===== src/rtl/serial_sub_ctrl.sv =====
// serial_sub_ctrl: bit-serial unsigned subtractor (a-b), LSB first, one bit per clock.
// Define SERIAL_SUB_FLAGS_EN to add the registered zero/eq result flags.

module serial_sub_hs (
   input  logic x,
   input  logic y,
   output logic d,
   output logic bo
);
   assign d  = x ^ y;
   assign bo = ~x & y;
endmodule

module serial_sub_ctrl #(
   parameter int WIDTH = 8
) (
   input  logic             clk,
   input  logic             rst,
   input  logic             start,
   input  logic [WIDTH-1:0] a,
   input  logic [WIDTH-1:0] b,
   output logic             busy,
   output logic             done,
   output logic [WIDTH-1:0] diff,
   output logic             bout
`ifdef SERIAL_SUB_FLAGS_EN
   ,
   output logic             zero,
   output logic             eq
`endif
);
   localparam int CW = $clog2(WIDTH + 1);
   localparam logic [CW-1:0] LAST = CW'(WIDTH - 1);

   typedef enum logic [1:0] {IDLE, RUN, DONE} state_t;

   state_t           state;
   logic [WIDTH-1:0] a_sr, b_sr;
   // Only the upper WIDTH-1 result bits are kept; the final bit enters on the last RUN edge.
   logic [WIDTH-2:0] res_sr;
   logic             br;
   logic [CW-1:0]    cnt;

   logic             d1, bo1, d_bit, bo2, br_next;
   logic [WIDTH-1:0] res_next;

   serial_sub_hs u_hs0 (.x(a_sr[0]), .y(b_sr[0]), .d(d1),    .bo(bo1));
   serial_sub_hs u_hs1 (.x(d1),      .y(br),      .d(d_bit), .bo(bo2));

   assign br_next  = bo1 | bo2;
   assign res_next = {d_bit, res_sr};

   always_ff @(posedge clk) begin
      if (rst) begin
         state  <= IDLE;
         busy   <= 1'b0;
         done   <= 1'b0;
         diff   <= '0;
         bout   <= 1'b0;
         cnt    <= '0;
         br     <= 1'b0;
         a_sr   <= '0;
         b_sr   <= '0;
         res_sr <= '0;
`ifdef SERIAL_SUB_FLAGS_EN
         zero   <= 1'b0;
         eq     <= 1'b0;
`endif
      end else begin
         case (state)
            IDLE: begin
               done <= 1'b0;
               if (start) begin
                  a_sr  <= a;
                  b_sr  <= b;
                  br    <= 1'b0;
                  cnt   <= '0;
                  busy  <= 1'b1;
                  state <= RUN;
               end
            end
            RUN: begin
               a_sr   <= a_sr >> 1;
               b_sr   <= b_sr >> 1;
               br     <= br_next;
               res_sr <= res_next[WIDTH-1:1];
               cnt    <= cnt + CW'(1);
               if (cnt == LAST) begin
                  diff  <= res_next;
                  bout  <= br_next;
                  done  <= 1'b1;
                  state <= DONE;
`ifdef SERIAL_SUB_FLAGS_EN
                  zero  <= (res_next == '0);
                  eq    <= (res_next == '0) & ~br_next;
`endif
               end
            end
            DONE: begin
               done  <= 1'b0;
               busy  <= 1'b0;
               state <= IDLE;
            end
            default: begin
               done  <= 1'b0;
               busy  <= 1'b0;
               state <= IDLE;
            end
         endcase
      end
   end
endmodule


===== config.mk =====
export PLATFORM = sky130hd
export DESIGN_NAME = serial_sub_ctrl
export DESIGN_NICKNAME = d
export VERILOG_FILES = /design/src/rtl/serial_sub_ctrl.sv
export SDC_FILE = /design/constraint.sdc
export NUM_CORES = 1
export LEC_CHECK = 0
export ABC_AREA = 1
export ABC_CLOCK_PERIOD_IN_PS = 1600
export BUFFER_PORTS_ARGS = -buffer_cell sky130_fd_sc_hd__buf_2
export CAP_MARGIN = 20
export CORE_UTILIZATION = 50
export DETAILED_ROUTE_END_ITERATION = 16
export PLACE_DENSITY = 0.75
export SLEW_MARGIN = 10
export SYNTH_ARGS = -nofsm -noshare
export SYNTH_HDL_FRONTEND = slang
export SYNTH_SLANG_ARGS = --single-unit
export TNS_END_PERCENT = 20

===== constraint.sdc =====
create_clock -name clk -period 1.6 [get_ports clk]
set_input_delay 0.48 -clock clk [delete_from_list [all_inputs] [get_ports clk]]
set_output_delay 0.48 -clock clk [all_outputs]
set_load 0.01 [all_outputs]

* Word level (Yosys, flattened, before mapping)
Cells that the tools add are included.
** Word-level totals
- Bits in registers :: 41
- Bits of input ports :: 19
- Output and inout port bits :: 11
- Logic and storage cells :: 43
** Cells by class
- $add $sub $neg :: 1
- Equal/unequal tests :: 4
- Mux-type cells :: 13
- Bitwise operators :: 8
- Reduce and logical (&&, ||, !) cells :: 7
** Operators with widths (count)
- 8-bit case mux with 2 select lines :: 2
- 8-bit two-way mux :: 2
- 4-bit case mux with 2 select lines :: 1
- 2-bit AND reduction :: 4
- 4-bit by 1-bit adder with 4-bit output, second input constant :: 1
- 4-bit by 3-bit == test with 1-bit output, second input constant :: 1
- 2-bit two-way mux :: 2
- 4-bit two-way mux :: 1
- 2-bit inequality test, second input constant :: 2
- 1-bit case mux with 2 select lines :: 2
- 2-bit case mux with 2 select lines :: 1
- 1-bit inverter :: 3
- 1-bit bitwise AND :: 2
- 2-bit by 1-bit == test with 1-bit output, second input constant :: 1
- 2-bit logical NOT :: 1
- 1-bit two-way mux :: 2
- 2-bit nonzero test :: 1
- 2-bit OR reduction :: 1
- 1-bit bitwise XOR :: 2
- 1-bit bitwise OR :: 1

* Depth between registers and ports, before layout
- Depth in word-level cells :: 5
- Depth in mapped cells :: 7
- Gate-level depth less buffers :: 6

* Modules after synthesis
From an unflattened synthesis, not the netlist that was laid out.
** Second synthesis, totals
- Cell total of the unflattened synthesis :: 256
- Area total of the unflattened synthesis :: 1767.9 um2
** Modules (own cells, without submodules)
- serial_sub_ctrl :: times used 1, cells each 250, area each 1727.9 um2, seq. area each 820.8 um2
- serial_sub_hs :: times used 2, cells each 3, area each 20.0 um2, seq. area each 0.0 um2

* Least setup slack after synthesis
OpenSTA, ideal clock, no wires.
- Kind :: register to register
- From :: register cnt[0]
- To :: register diff[0]
- Library setup time :: 0.116 ns
- Arrival time :: 1.083 ns
- Data required time :: 1.484 ns
- Slack :: 0.401 ns
- Cell stages (with the launch flop) :: 7
- Buffers on the path :: 0
- Period minus slack after synthesis :: 1.199 ns
- Path through :: dfxtp_1 > ha_1 > nand2_1 > nor2_1 > nand2_1 > o21ai_0 > nor2_1
** Between the ends
- Word-level cells in the longest chain between the ends :: 2
** Ends and longest elaborated chain
- start: declaration :: line 42 : logic [CW-1:0] cnt;
- start signal: assignment :: line 87 : cnt <= cnt + CW'(1);
- 4-bit by 3-bit == test with 1-bit output :: line 88 : if (cnt == LAST) begin
- 2-bit AND reduction (no line)
- end signal: assignment :: line 89 : diff <= res_next;
- end: declaration :: line 24 : output logic [WIDTH-1:0] diff,
No other way between the ends.
A chain may end at the register's enable or synchronous reset.

* Final worst setup path
- From :: register cnt[0]
- To :: register diff[7]
Same word-level chain as after synthesis.

==> results.md <==
Setup path:
- The worst setup path is captured at a flop.
- The largest fanout on the critical path is 8.
- The critical path is of the reg -> reg type.
- The critical path launch point type is a flop.
- Data arrives at the worst endpoint at 1690 ps.
- The data required time of the critical path is 1860 ps.

Clock network:
- CTS saw 41 sinks.
- The CTS tree is yes.
- The clock edge transition at the registers on the reported setup and hold paths is 120 ps.
- Once the clock tree was built, the setup fixing pass inserted 0 buffers.
- The H-tree depth reported by CTS is 2.
- In this run the clock root is driven by a sky130_fd_sc_hd__clkbuf_4.
- The clock buffer count from CTS is 5.
- The longest clock path from root to sink contains 2 buffers.
- For the worst-skew pair, the clock arrives at the later sink with an insertion delay of 350 ps.
- The number of hold buffers added after CTS was 0.
- The number of gates resized after CTS was 0.

Die:
- For this design the top-level I/O count stands at 30.
- The floorplan step defined a die boundary enclosing 0.00360 mm².
- The number of core rows is 20.
- Once the floorplan was initialized, standard cells occupied 53.7% of the core.
- The die span in x is 60.0 µm.
- The total area inside the core boundary comes to 0.00313 mm².
- From bottom edge to top edge, the die measures 60.0 µm.

Flow run:
- The reported max-cap violation count is 0.

Placed design:
- The quantity of I/O buffers inserted on ports is 29.
- The instance area after placement is 0.00186 mm².
- The routability congestion estimate from global placement is 0.759.
- After legalization and detailed placement, the total HPWL measured 2140 µm.

Logic synthesis:
- Summing the sequential cell areas from Yosys gives 48.8% of the chip area.
- Counting every instance in the synthesized netlist gives 233.
- The number of distinct library cells after synthesis is 19.
- The warning count from the yosys run is 0.
- The area of the mapped netlist is 0.00168 mm².
- After synthesis, the mean cell area works out to 7.21 µm².
- The number of register bits inferred by synthesis is 41.
- The net count of the mapped netlist is 254.

Global routing:
- The first global-routing pass estimated 5120 µm of wire.
- The initial antenna violation count is 0.
- The total global routing overflow is 0.
- Entering global routing, the biggest net connects 24 pins.
- Global routing used 19.5% of the available tracks across all layers.
- The via count of the first global-routing pass is 1189.

Cells and area:
- Summing all non-filler instances in the final layout gives an area of 0.00193 mm².
- The post-route netlist has 18.4% of its cells at a drive strength greater than 1.
- The final-layout fill cell count is 311.
- From synthesis to final layout, the design area changed by 15.0%.
- 0 antenna diodes ended up in the layout.
- For this run, the post-layout net count is 286.

Route:
- The first-pass iteration count of the detailed router is 4.
- The per-cell via count in the routed design is 4.77.
- The detail-routed net length per standard cell is 10.2 µm.
- The DRC violation total after the first TritonRoute iteration is 84.
- The remaining antenna violation count after routing is 0.
- Wires add up to 3150 µm.
- After detailed routing, the number of remaining DRC violations is 0.
- The count of vias placed by the detailed router is 1478.

Pwr:
- Summed over all nets, the switching power comes to 0.000541 W.
- The combinational fraction of design power is 14.6%.
- The clock share of power is 29.0%.
- VDD sags by at most 0.698 mV.
- Net switching is 27.0% of the power.
- The portion of total power attributed to sequential cells is 56.5%.
- The total chip power is 0.00200 W.
- Dividing total power by cell area gives a power density of 1040 mW/mm².
- The internal power contribution is 0.00146 W.
- The leakage power is 0.891 nW.

Run status:
- The run finished with clean final reports.

Hold path:
- In this run the worst hold path is classified as in -> reg.

Timing:
- Setup repair after global routing left no endpoint under its margin.
- At the pin with the least slew margin, the transition time is 520 ps.
- The hold violation count in the final report was 0.
- Of the available clock period, the critical path in the final layout requires 89.8%.
- The final setup TNS is 0 ps.
- Timing would allow up to 696 MHz.
- The worst clock skew is 9.75 ps.
- The worst pin sits at a relative slew slack of 65.3%.
- The count of endpoints failing setup in the final report is 0.
- The final critical-path required period is 1440 ps.
- Across all hold checks on the routed design, the worst slack comes to 339 ps.
- The number of pins exceeding their max-slew limit in the final report was 0.
## final cells by class
class,count,area (µm²),share of cell area [%]
flip-flops and latches,41,821,42.5
clock inverters,1,5.00,0.259
inverters,9,33.8,1.75
clock buffers,7,65.1,3.37
multi-input cells,173,763,39.5
repair buffers,35,190,9.84
well taps,44,55.1,2.85
## power by group through the flow
| stage | registers (W) | clock network [W] | logic (W) |
|---|---|---|---|
| 4_1_cts | 0.00113 | 0.000587 | 0.000294 |
| 6_report | 0.00113 | 0.000580 | 0.000291 |
| 5_1_grt | 0.00114 | 0.000635 | 0.000339 |
| 2_1_floorplan | 0.00115 | 0 | 0.000221 |
| 3_5_place_dp | 0.00115 | 0 | 0.000294 |
| 3_3_place_gp | 0.00115 | 0 | 0.000287 |
## critical path, cell delays in order (launching register included)
cell and delay, ps:
sky130_fd_sc_hd__dfxtp_1 380, sky130_fd_sc_hd__ha_1 200, sky130_fd_sc_hd__nand2_1 80, sky130_fd_sc_hd__nor2_1 180, sky130_fd_sc_hd__nand2_1 220, sky130_fd_sc_hd__o21ai_0 230, sky130_fd_sc_hd__nor2_1 60
## cells by family after synthesis
| logic type | Yosys count | synth area share [%] |
|---|---|---|
| DFF | 41 | 48.8 |
| adders and majority gates | 2 | 1.94 |
| AOI/OAI and AO/OA | 41 | 12.7 |
| and+or+nand+nor | 130 | 30.8 |
| buffers and inverters | 19 | 5.73 |
## cell usage in the layout (no fill, tap or decap), drive strengths merged, types with 7 or more instances in the layout
cell,instances
clkbuf,7
dfxtp,41
a21oi,10
nand3,9
o21ai,29
nor2,55
buf,35
nand2,66
inv,9
## sequential cells by signal, indices dropped and copies added, names as in the netlist
register  flops
bout          1
busy          1
br            1
done          1
a_sr          8
res_sr        7
cnt           4
state         2
b_sr          8
diff          8
## worst paths after layout
kind,startpoint,to,slack (ps),cells after the start
worst max register to register,cnt[0]$_SDFFE_PP0P_,diff[7]$_SDFFE_PP0P_,160,6
worst max-delay path,cnt[0]$_SDFFE_PP0P_,diff[7]$_SDFFE_PP0P_,160,6
worst min register to register,diff[5]$_SDFFE_PP0P_,diff[5]$_SDFFE_PP0P_,470,2
worst min-delay path,a[7],a_sr[7]$_SDFFE_PP0P_,340,3
## per-stage QoR
stage / utilization (%) / instances / setup WS [ps]
final: 61.8 / 310 / 163
after global routing: 61.8 / 310 / 36.7
after CTS: 61.8 / 310 / 148
after detailed placement: 59.6 / 302 / 164
after global placement: 59.6 / 302 / 161
after floorplan: - / 233 / 401
## synth_stat cells
cell type                  count  area, µm²
sky130_fd_sc_hd__inv_1         7       26.3
sky130_fd_sc_hd__o21ai_2       1       8.76
sky130_fd_sc_hd__fa_1          1       20.0
sky130_fd_sc_hd__nand2_2       1       6.26
sky130_fd_sc_hd__o21a_1        1       7.51
sky130_fd_sc_hd__buf_4         6       45.0
sky130_fd_sc_hd__ha_1          1       12.5
sky130_fd_sc_hd__a22oi_1       1       7.51
sky130_fd_sc_hd__inv_2         2       7.51
sky130_fd_sc_hd__o21ai_0      25        125
sky130_fd_sc_hd__buf_2         2       10.0
sky130_fd_sc_hd__dfxtp_1      41        821
sky130_fd_sc_hd__nand3_1       9       45.0
sky130_fd_sc_hd__nor2_4        2       22.5
sky130_fd_sc_hd__o21ai_1       3       15.0
sky130_fd_sc_hd__clkbuf_1      2       7.51
sky130_fd_sc_hd__nor2_1       53        199
sky130_fd_sc_hd__nand2_1      65        244
sky130_fd_sc_hd__a21oi_1      10       50.1
## routing by layer
metal / global-route usage [%] / share of wire, % / vias up
li1: - / - / 805
met5: 0 / 0 / -
met1: 26.1 / 52 / 628
met2: 28.7 / 41 / 39
met3: 7.14 / 5.5 / 6
met4: 6.98 / 1.6 / 0
Power figures use the tool's default switching activity.
